==> config.mk <==
export PLATFORM = sky130hd
export DESIGN_NAME = frame_sequencer
export DESIGN_NICKNAME = d
export VERILOG_FILES = /design/src/rtl/frame_sequencer_pkg.sv /design/src/rtl/frame_sequencer_pos.sv /design/src/rtl/frame_sequencer.sv
export SDC_FILE = /design/constraint.sdc
export NUM_CORES = 1
export LEC_CHECK = 0
export BUFFER_PORTS_ARGS = -buffer_cell sky130_fd_sc_hd__buf_2
export CAP_MARGIN = 5
export CORE_MARGIN = 2
export CORE_UTILIZATION = 56
export DETAILED_ROUTE_END_ITERATION = 8
export GPL_TIMING_DRIVEN = 0
export PLACE_DENSITY_LB_ADDON = 0.05
export SYNTH_ARGS = -nofsm -noshare
export SYNTH_HDL_FRONTEND = slang
export SYNTH_SLANG_ARGS = --single-unit
==> constraint.sdc <==
create_clock -name ACLK -period 3.6 [get_ports ACLK]
set_input_delay 0 -clock ACLK [delete_from_list [all_inputs] [get_ports ACLK]]
set_output_delay 0 -clock ACLK [all_outputs]
set_load 0.05 [all_outputs]
==> src/rtl/frame_sequencer_pkg.sv <==
// Shared types and geometry limits for the frame sequencer.
package frame_sequencer_pkg;

    localparam int CNT_W   = 12;
    localparam int FCNT_W  = 16;
    localparam int MIN_DIM = 3;

    typedef enum logic [1:0] {
        SEQ_IDLE = 2'd0,
        SEQ_RUN  = 2'd1,
        SEQ_DONE = 2'd2
    } seq_state_e;

    // Geometry is usable only if both dimensions can hold a 3x3 kernel.
    function automatic logic geom_ok(input logic [CNT_W-1:0] width,
                                     input logic [CNT_W-1:0] height);
        return (width >= CNT_W'(MIN_DIM)) && (height >= CNT_W'(MIN_DIM));
    endfunction

endpackage

==> src/rtl/frame_sequencer_pos.sv <==
// Pixel/line position tracker with end-of-line and end-of-frame decode.
module frame_pos_counter
    import frame_sequencer_pkg::*;
(
    input  logic             clk,
    input  logic             rst_n,
    input  logic             beat,
    input  logic             clr,
    input  logic [CNT_W-1:0] width,
    input  logic [CNT_W-1:0] height,
    output logic [CNT_W-1:0] x_cnt,
    output logic [CNT_W-1:0] y_cnt,
    output logic             eol,
    output logic             eof
);

    localparam logic [CNT_W-1:0] ONE = CNT_W'(1);

    assign eol = beat & (x_cnt == (width - ONE));
    assign eof = eol & (y_cnt == (height - ONE));

    // Advance column per beat, wrap to the next line at eol and to line 0 at eof.
    always_ff @(posedge clk or negedge rst_n) begin
        if (!rst_n) begin
            x_cnt <= '0;
            y_cnt <= '0;
        end else if (clr) begin
            x_cnt <= '0;
            y_cnt <= '0;
        end else if (beat) begin
            if (eol) begin
                x_cnt <= '0;
                y_cnt <= eof ? '0 : (y_cnt + ONE);
            end else begin
                x_cnt <= x_cnt + ONE;
            end
        end
    end

endmodule

==> src/rtl/frame_sequencer.sv <==
// Frame-level sequencer: handshake gating, position sideband, run/done control.
//
//   state    | meaning
//   ---------+-----------------------------------------------------------
//   SEQ_IDLE | waiting for a start with legal geometry; stream blocked
//   SEQ_RUN  | passing beats, counting pixels/lines/frames
//   SEQ_DONE | one-cycle done pulse after the last requested frame
module frame_sequencer
    import frame_sequencer_pkg::*;
(
    input  logic              ACLK,
    input  logic              ARESETn,
    input  logic              cfg_start,
    input  logic              cfg_abort,
    input  logic [CNT_W-1:0]  cfg_width,
    input  logic [CNT_W-1:0]  cfg_height,
    input  logic [FCNT_W-1:0] cfg_frames,
    input  logic              up_TVALID,
    output logic              up_TREADY,
    output logic              dp_TVALID,
    input  logic              dp_TREADY,
    output logic              sof,
    output logic              eol,
    output logic              eof,
    output logic [CNT_W-1:0]  x_cnt,
    output logic [CNT_W-1:0]  y_cnt,
    output logic [FCNT_W-1:0] frame_cnt,
    output logic              busy,
    output logic              done,
    output logic              err_cfg
);

    localparam logic [FCNT_W-1:0] ONE_F = FCNT_W'(1);

    seq_state_e       state;
    seq_state_e       state_nxt;
    logic [CNT_W-1:0] shadow_width;
    logic [CNT_W-1:0] shadow_height;
    logic             running;
    logic             beat;
    logic             start_req;
    logic             start_ok;
    logic             last_frame;
    logic             clr_pos;

    assign running   = (state == SEQ_RUN);
    assign up_TREADY = running & dp_TREADY;
    assign dp_TVALID = running & up_TVALID;
    assign beat      = up_TVALID & up_TREADY;
    assign busy      = (state != SEQ_IDLE);

    // Abort outranks a simultaneous start.
    assign start_req = (state == SEQ_IDLE) & cfg_start & ~cfg_abort;
    assign start_ok  = start_req & geom_ok(cfg_width, cfg_height);
    assign clr_pos   = cfg_abort | start_ok;

    // cfg_frames is read live, so a mid-run rewrite below the count never matches.
    assign last_frame = (cfg_frames != '0) && ((frame_cnt + ONE_F) == cfg_frames);

    assign sof = beat & (x_cnt == '0) & (y_cnt == '0);

    frame_pos_counter u_pos (
        .clk    (ACLK),
        .rst_n  (ARESETn),
        .beat   (beat),
        .clr    (clr_pos),
        .width  (shadow_width),
        .height (shadow_height),
        .x_cnt  (x_cnt),
        .y_cnt  (y_cnt),
        .eol    (eol),
        .eof    (eof)
    );

    // State register.
    always_ff @(posedge ACLK or negedge ARESETn) begin
        if (!ARESETn) begin
            state <= SEQ_IDLE;
        end else begin
            state <= state_nxt;
        end
    end

    // Next-state decode and done pulse.
    always_comb begin
        state_nxt = state;
        done      = 1'b0;
        case (state)
            SEQ_IDLE: begin
                if (start_ok) begin
                    state_nxt = SEQ_RUN;
                end
            end
            SEQ_RUN: begin
                if (cfg_abort) begin
                    state_nxt = SEQ_IDLE;
                end else if (eof && last_frame) begin
                    state_nxt = SEQ_DONE;
                end
            end
            SEQ_DONE: begin
                done      = 1'b1;
                state_nxt = SEQ_IDLE;
            end
            default: begin
                state_nxt = SEQ_IDLE;
            end
        endcase
    end

    // Shadow geometry, frame counter and sticky config error; geometry only changes at frame boundaries.
    always_ff @(posedge ACLK or negedge ARESETn) begin
        if (!ARESETn) begin
            shadow_width  <= '0;
            shadow_height <= '0;
            frame_cnt     <= '0;
            err_cfg       <= 1'b0;
        end else if (start_req) begin
            if (start_ok) begin
                shadow_width  <= cfg_width;
                shadow_height <= cfg_height;
                frame_cnt     <= '0;
                err_cfg       <= 1'b0;
            end else begin
                err_cfg       <= 1'b1;
            end
        end else if (running && eof && !cfg_abort) begin
            shadow_width  <= cfg_width;
            shadow_height <= cfg_height;
            frame_cnt     <= frame_cnt + ONE_F;
        end
    end

endmodule

==> key figures <==
Synth
  • Mapped Nets: 568
  • Avg Cell Area, Syn: approximately 9.0 um^2
  • Main flop type after synthesis: sky130_fd_sc_hd__dfrtp_1
  • Post-synthesis instance area: roughly 4600 um^2
  • Largest cells by area after synthesis: sky130_fd_sc_hd__dfrtp_1 36%, sky130_fd_sc_hd__xnor2_1 8.2%, sky130_fd_sc_hd__mux2_1 5.4%
  • Instance count of the mapped netlist: 515
  • Library cell with the highest instance count after synthesis: sky130_fd_sc_hd__dfrtp_1
  • Most numerous cell types in the synthesized netlist: 67 x sky130_fd_sc_hd__dfrtp_1, 43 x sky130_fd_sc_hd__xnor2_1, 42 x sky130_fd_sc_hd__nor2_1, 30 x sky130_fd_sc_hd__nand2_1, 24 x sky130_fd_sc_hd__nand3_1
  • Number of warnings reported in the yosys synthesis log: 0
  • Library cell with the largest summed area after synthesis: sky130_fd_sc_hd__dfrtp_1
  • Fraction of registers with async set/reset: 1.00
  • Number of enable flip-flop cells after synthesis: 0
  • Post-synthesis sequential area ratio: 0.363
  • Area share of the largest cell type after synthesis: 0.363
  • Unique cell type count in the Yosys netlist: 64
  • Flip-flop and latch count after synthesis: 67

Min path
  • WHS Endpoint: err_cfg$_DFFE_PN0P_
  • Type of the tightest min-delay check: input port to flip-flop
  • Min-delay src: cfg_start
  • Hold Path Depth: 4

STA
  • Number of failing hold endpoints at the final stage: 0
  • Final critical delay including setup and external delays: between 3 and 4 ns
  • Final total negative setup slack: 0 ns
  • Share of the clock period used by the worst path after layout: 0.941
  • Rel. slew slack: 0.439
  • Setup WS post-layout: 0.214 ns
  • Highest Clock Rate: a little under 300 MHz
  • RSZ-0062 raised after global routing: false
  • Final Setup Violations: 0
  • Layout Skew: 0.00956 ns
  • Pin slew with the least headroom to its limit: 0.841 ns
  • Max-slew violation count: 0

Setup path
  • Critical path peak fanout: 10
  • Crit path kind: flip-flop to flip-flop
  • CP startpoint kind: flip-flop
  • Depth of the worst register-to-register path: 12
  • Crit-path slowest cell: sky130_fd_sc_hd__or3b_2
  • Cell class contributing the biggest share of worst-path delay: simple AND/OR/NAND/NOR gates
  • Slowest cell delay on critical path: a little over 0.5 ns
  • End of the worst register-to-register path: shadow_width[11]$_DFFE_PN0P_
  • Critical register-to-register path startpoint: shadow_width[0]$_DFFE_PN0P_
  • Worst Path Arrival: ~3.6 ns
  • Number of logic stages on the critical path including buffering: 12
  • Flop2flop setup slack: between 0.2 and 0.25 ns
  • Buf/Inv on CP: 4
  • Cell-by-cell trace of the critical path: inv_1 -> ha_1 -> or3b_2 -> or4_1 -> a211o_1 -> nand3_2 -> o2111ai_4 -> inv_4 -> a41oi_2 -> buf_4 -> buf_6 -> mux2_4
  • Kind of end point of the critical path: flip-flop
  • Data required time of the worst path: between 3 and 4 ns

Routing
  • DRT iter0 DRCs: 270
  • Router iterations before antenna repair: 4
  • Post-route DRC: 0
  • Remaining number of nets flagged by the antenna check after routing: 0
  • Total length of routed wires: 12700 um
  • Average wire per standard cell: approximately 17 um
  • Routed vias: about 4400
  • Via count normalized by instance count: slightly below 6

GRT
  • Maximum number of pins on one net before global-route repair: 68
  • Grt ovf: 0
  • Total routing usage reported by global routing: 0.294
  • Number of antenna violations at the first check in global routing: 0
  • First-pass GRT wire length: approximately 21000 um
  • Number of global-route vias before repair: 4151

Placement
  • Number of buffers inserted by port buffering: 93
  • Global placement routability congestion: slightly below 1
  • Pre-CTS worst setup slack: approximately 0.03 ns
  • Post-DP Area: between 5000 and 6000 um^2
  • Placed wire-length estimate: just over 9000 um

Floorplan
  • Starting utilization of the core area: 0.571
  • Placement row count: 33
  • Chip Width: roughly 95 um
  • Boundary pin count: 94
  • Vertical die dimension: between 90 and 100 um
  • Die Area: 8990 um^2
  • Std-Cell Core Area: between 8000 and 9000 um^2

Clock tree
  • TritonCTS clock tree: yes
  • Worst-Skew Late Latency: 0.35 ns
  • Level count of the clock H-tree: 3
  • Max Buffers Root-to-Sink: 2
  • Post-CTS clock slew at the launch and capture registers of the worst setup and hold paths: ~0.080 ns
  • Num CTS Buffers: 9
  • Clock root buffer master: sky130_fd_sc_hd__clkbuf_8
  • # clock sinks: 67

Final layout
  • Final net count: 700
  • Final std cell area, no fill: around 5700 um^2
  • Layout cell share with drive strength beyond 1: 0.213
  • Total inserted antenna cells: 0
  • Layout overhead on the synthesized area: 24.1%

Power and ir drop
  • Pwr dens: around 350 nW/um^2
  • Worst ir drop on vdd: roughly 0.00029 V
  • Lkg Pwr: between 0.002 and 0.003 uW

Run status
  • Result of the run: completed

Job
  • Max-Cap Viols: 0
-- placed cells by master, fill, tap and decap left out, types with 11 or more instances in the layout --
| cell | instances |
|---|---|
| sky130_fd_sc_hd__dfrtp_1 | 67 |
| sky130_fd_sc_hd__nor2_1 | 42 |
| sky130_fd_sc_hd__nand2_1 | 30 |
| sky130_fd_sc_hd__o21ai_0 | 19 |
| sky130_fd_sc_hd__mux2_1 | 22 |
| sky130_fd_sc_hd__buf_2 | 96 |
| sky130_fd_sc_hd__inv_1 | 20 |
| sky130_fd_sc_hd__nand3b_1 | 11 |
| sky130_fd_sc_hd__and3_1 | 13 |
| sky130_fd_sc_hd__a21o_1 | 14 |
| sky130_fd_sc_hd__dlygate4sd3_1 | 26 |
| sky130_fd_sc_hd__xor2_1 | 17 |
| sky130_fd_sc_hd__nor4_1 | 17 |
| sky130_fd_sc_hd__nor3_1 | 14 |
| sky130_fd_sc_hd__clkbuf_1 | 13 |
| sky130_fd_sc_hd__nand3_1 | 24 |
| sky130_fd_sc_hd__a21oi_1 | 23 |
| sky130_fd_sc_hd__nand4_1 | 15 |
| sky130_fd_sc_hd__xnor2_1 | 43 |
-- final cells by class --
cell class                      instances  area (um^2)
Buffer                                 24          114
Clock buffer                            9          124
Clock inverter                          7         76.3
Fill cell                             671         2360
Inverter                               21         81.3
Multi-Input combinational cell        403         2780
Sequential cell                        67         1680
Tap cell                              105          131
Timing Repair Buffer                  121          746
-- per-stage QoR --
stage	power, uW	instances	hold slack, ns	utilization
final	2000	757	0.0958	0.708
after global routing	2100	757	0.129	0.708
after CTS	2000	755	0.0749	0.703
after detailed placement	1330	713	0.169	0.645
after global placement	1310	713	0.228	0.644
after floorplan	1190	515	-0.296	-
-- power by group --
group          internal [uW]  total [uW]  switching [uW]
Sequential               815         906            91.0
Combinational            205         444             239
Clock                    325         652             327
Total                   1340        2000             658
-- registers in the layout, indices dropped and copies added (netlist names) --
signal and flops:
err_cfg 1, shadow_height 12, u_pos.y_cnt 12, u_pos.x_cnt 12, shadow_width 12, frame_cnt 16, state 2
-- worst register-to-register path: stages, from the launching register on --
cell and delay (ns):
sky130_fd_sc_hd__dfrtp_1 0.43, sky130_fd_sc_hd__inv_1 0.08, sky130_fd_sc_hd__ha_1 0.22, sky130_fd_sc_hd__or3b_2 0.51, sky130_fd_sc_hd__or4_1 0.42, sky130_fd_sc_hd__a211o_1 0.31, sky130_fd_sc_hd__nand3_2 0.11, sky130_fd_sc_hd__o2111ai_4 0.19
sky130_fd_sc_hd__inv_4 0.15, sky130_fd_sc_hd__a41oi_2 0.15, sky130_fd_sc_hd__buf_4 0.24, sky130_fd_sc_hd__buf_6 0.17, sky130_fd_sc_hd__mux2_4 0.31
-- how the worst max path moves through the flow --
stage | end | from
finish | shadow_width[11]$_DFFE_PN0P_ | shadow_width[0]$_DFFE_PN0P_
global route | eof | shadow_height[0]$_DFFE_PN0P_
CTS | eof | shadow_height[0]$_DFFE_PN0P_
detailed placement | frame_cnt[5]$_DFFE_PN0P_ | shadow_width[0]$_DFFE_PN0P_
global placement | frame_cnt[5]$_DFFE_PN0P_ | shadow_width[0]$_DFFE_PN0P_
floorplan | state[0]$_DFFE_PN0P_ | u_pos.y_cnt[9]$_DFFE_PN0P_
-- kinds of logic (layout without fill, tap and decap cells) --
group / after synthesis / in the layout / share of synthesized area
mux: 29 / 29 / 0.0710
compound gates: 88 / 88 / 0.128
buf+inv: 45 / 182 / 0.0414
xor+xnor: 60 / 60 / 0.114
simple gates: 219 / 219 / 0.264
fa+ha+maj: 7 / 7 / 0.0190
flops: 67 / 67 / 0.363
-- repair_timing --
item                       4_1_cts  5_1_grt
hold endpoints to repair        92        0
resized for setup                2       10
pin swaps                        0        1
buffers inserted                 0        2
hold buffers                    26        0
setup endpoints to repair        2       41
-- layer usage --
layer | global-route usage | wire length, um
met1 | 0.390 | 5550
met2 | 0.493 | 6260
met3 | 0.0439 | 767
met4 | 0.0978 | 178
met5 | 0 | 0
Note: power is estimated with default switching activity, not from simulation.
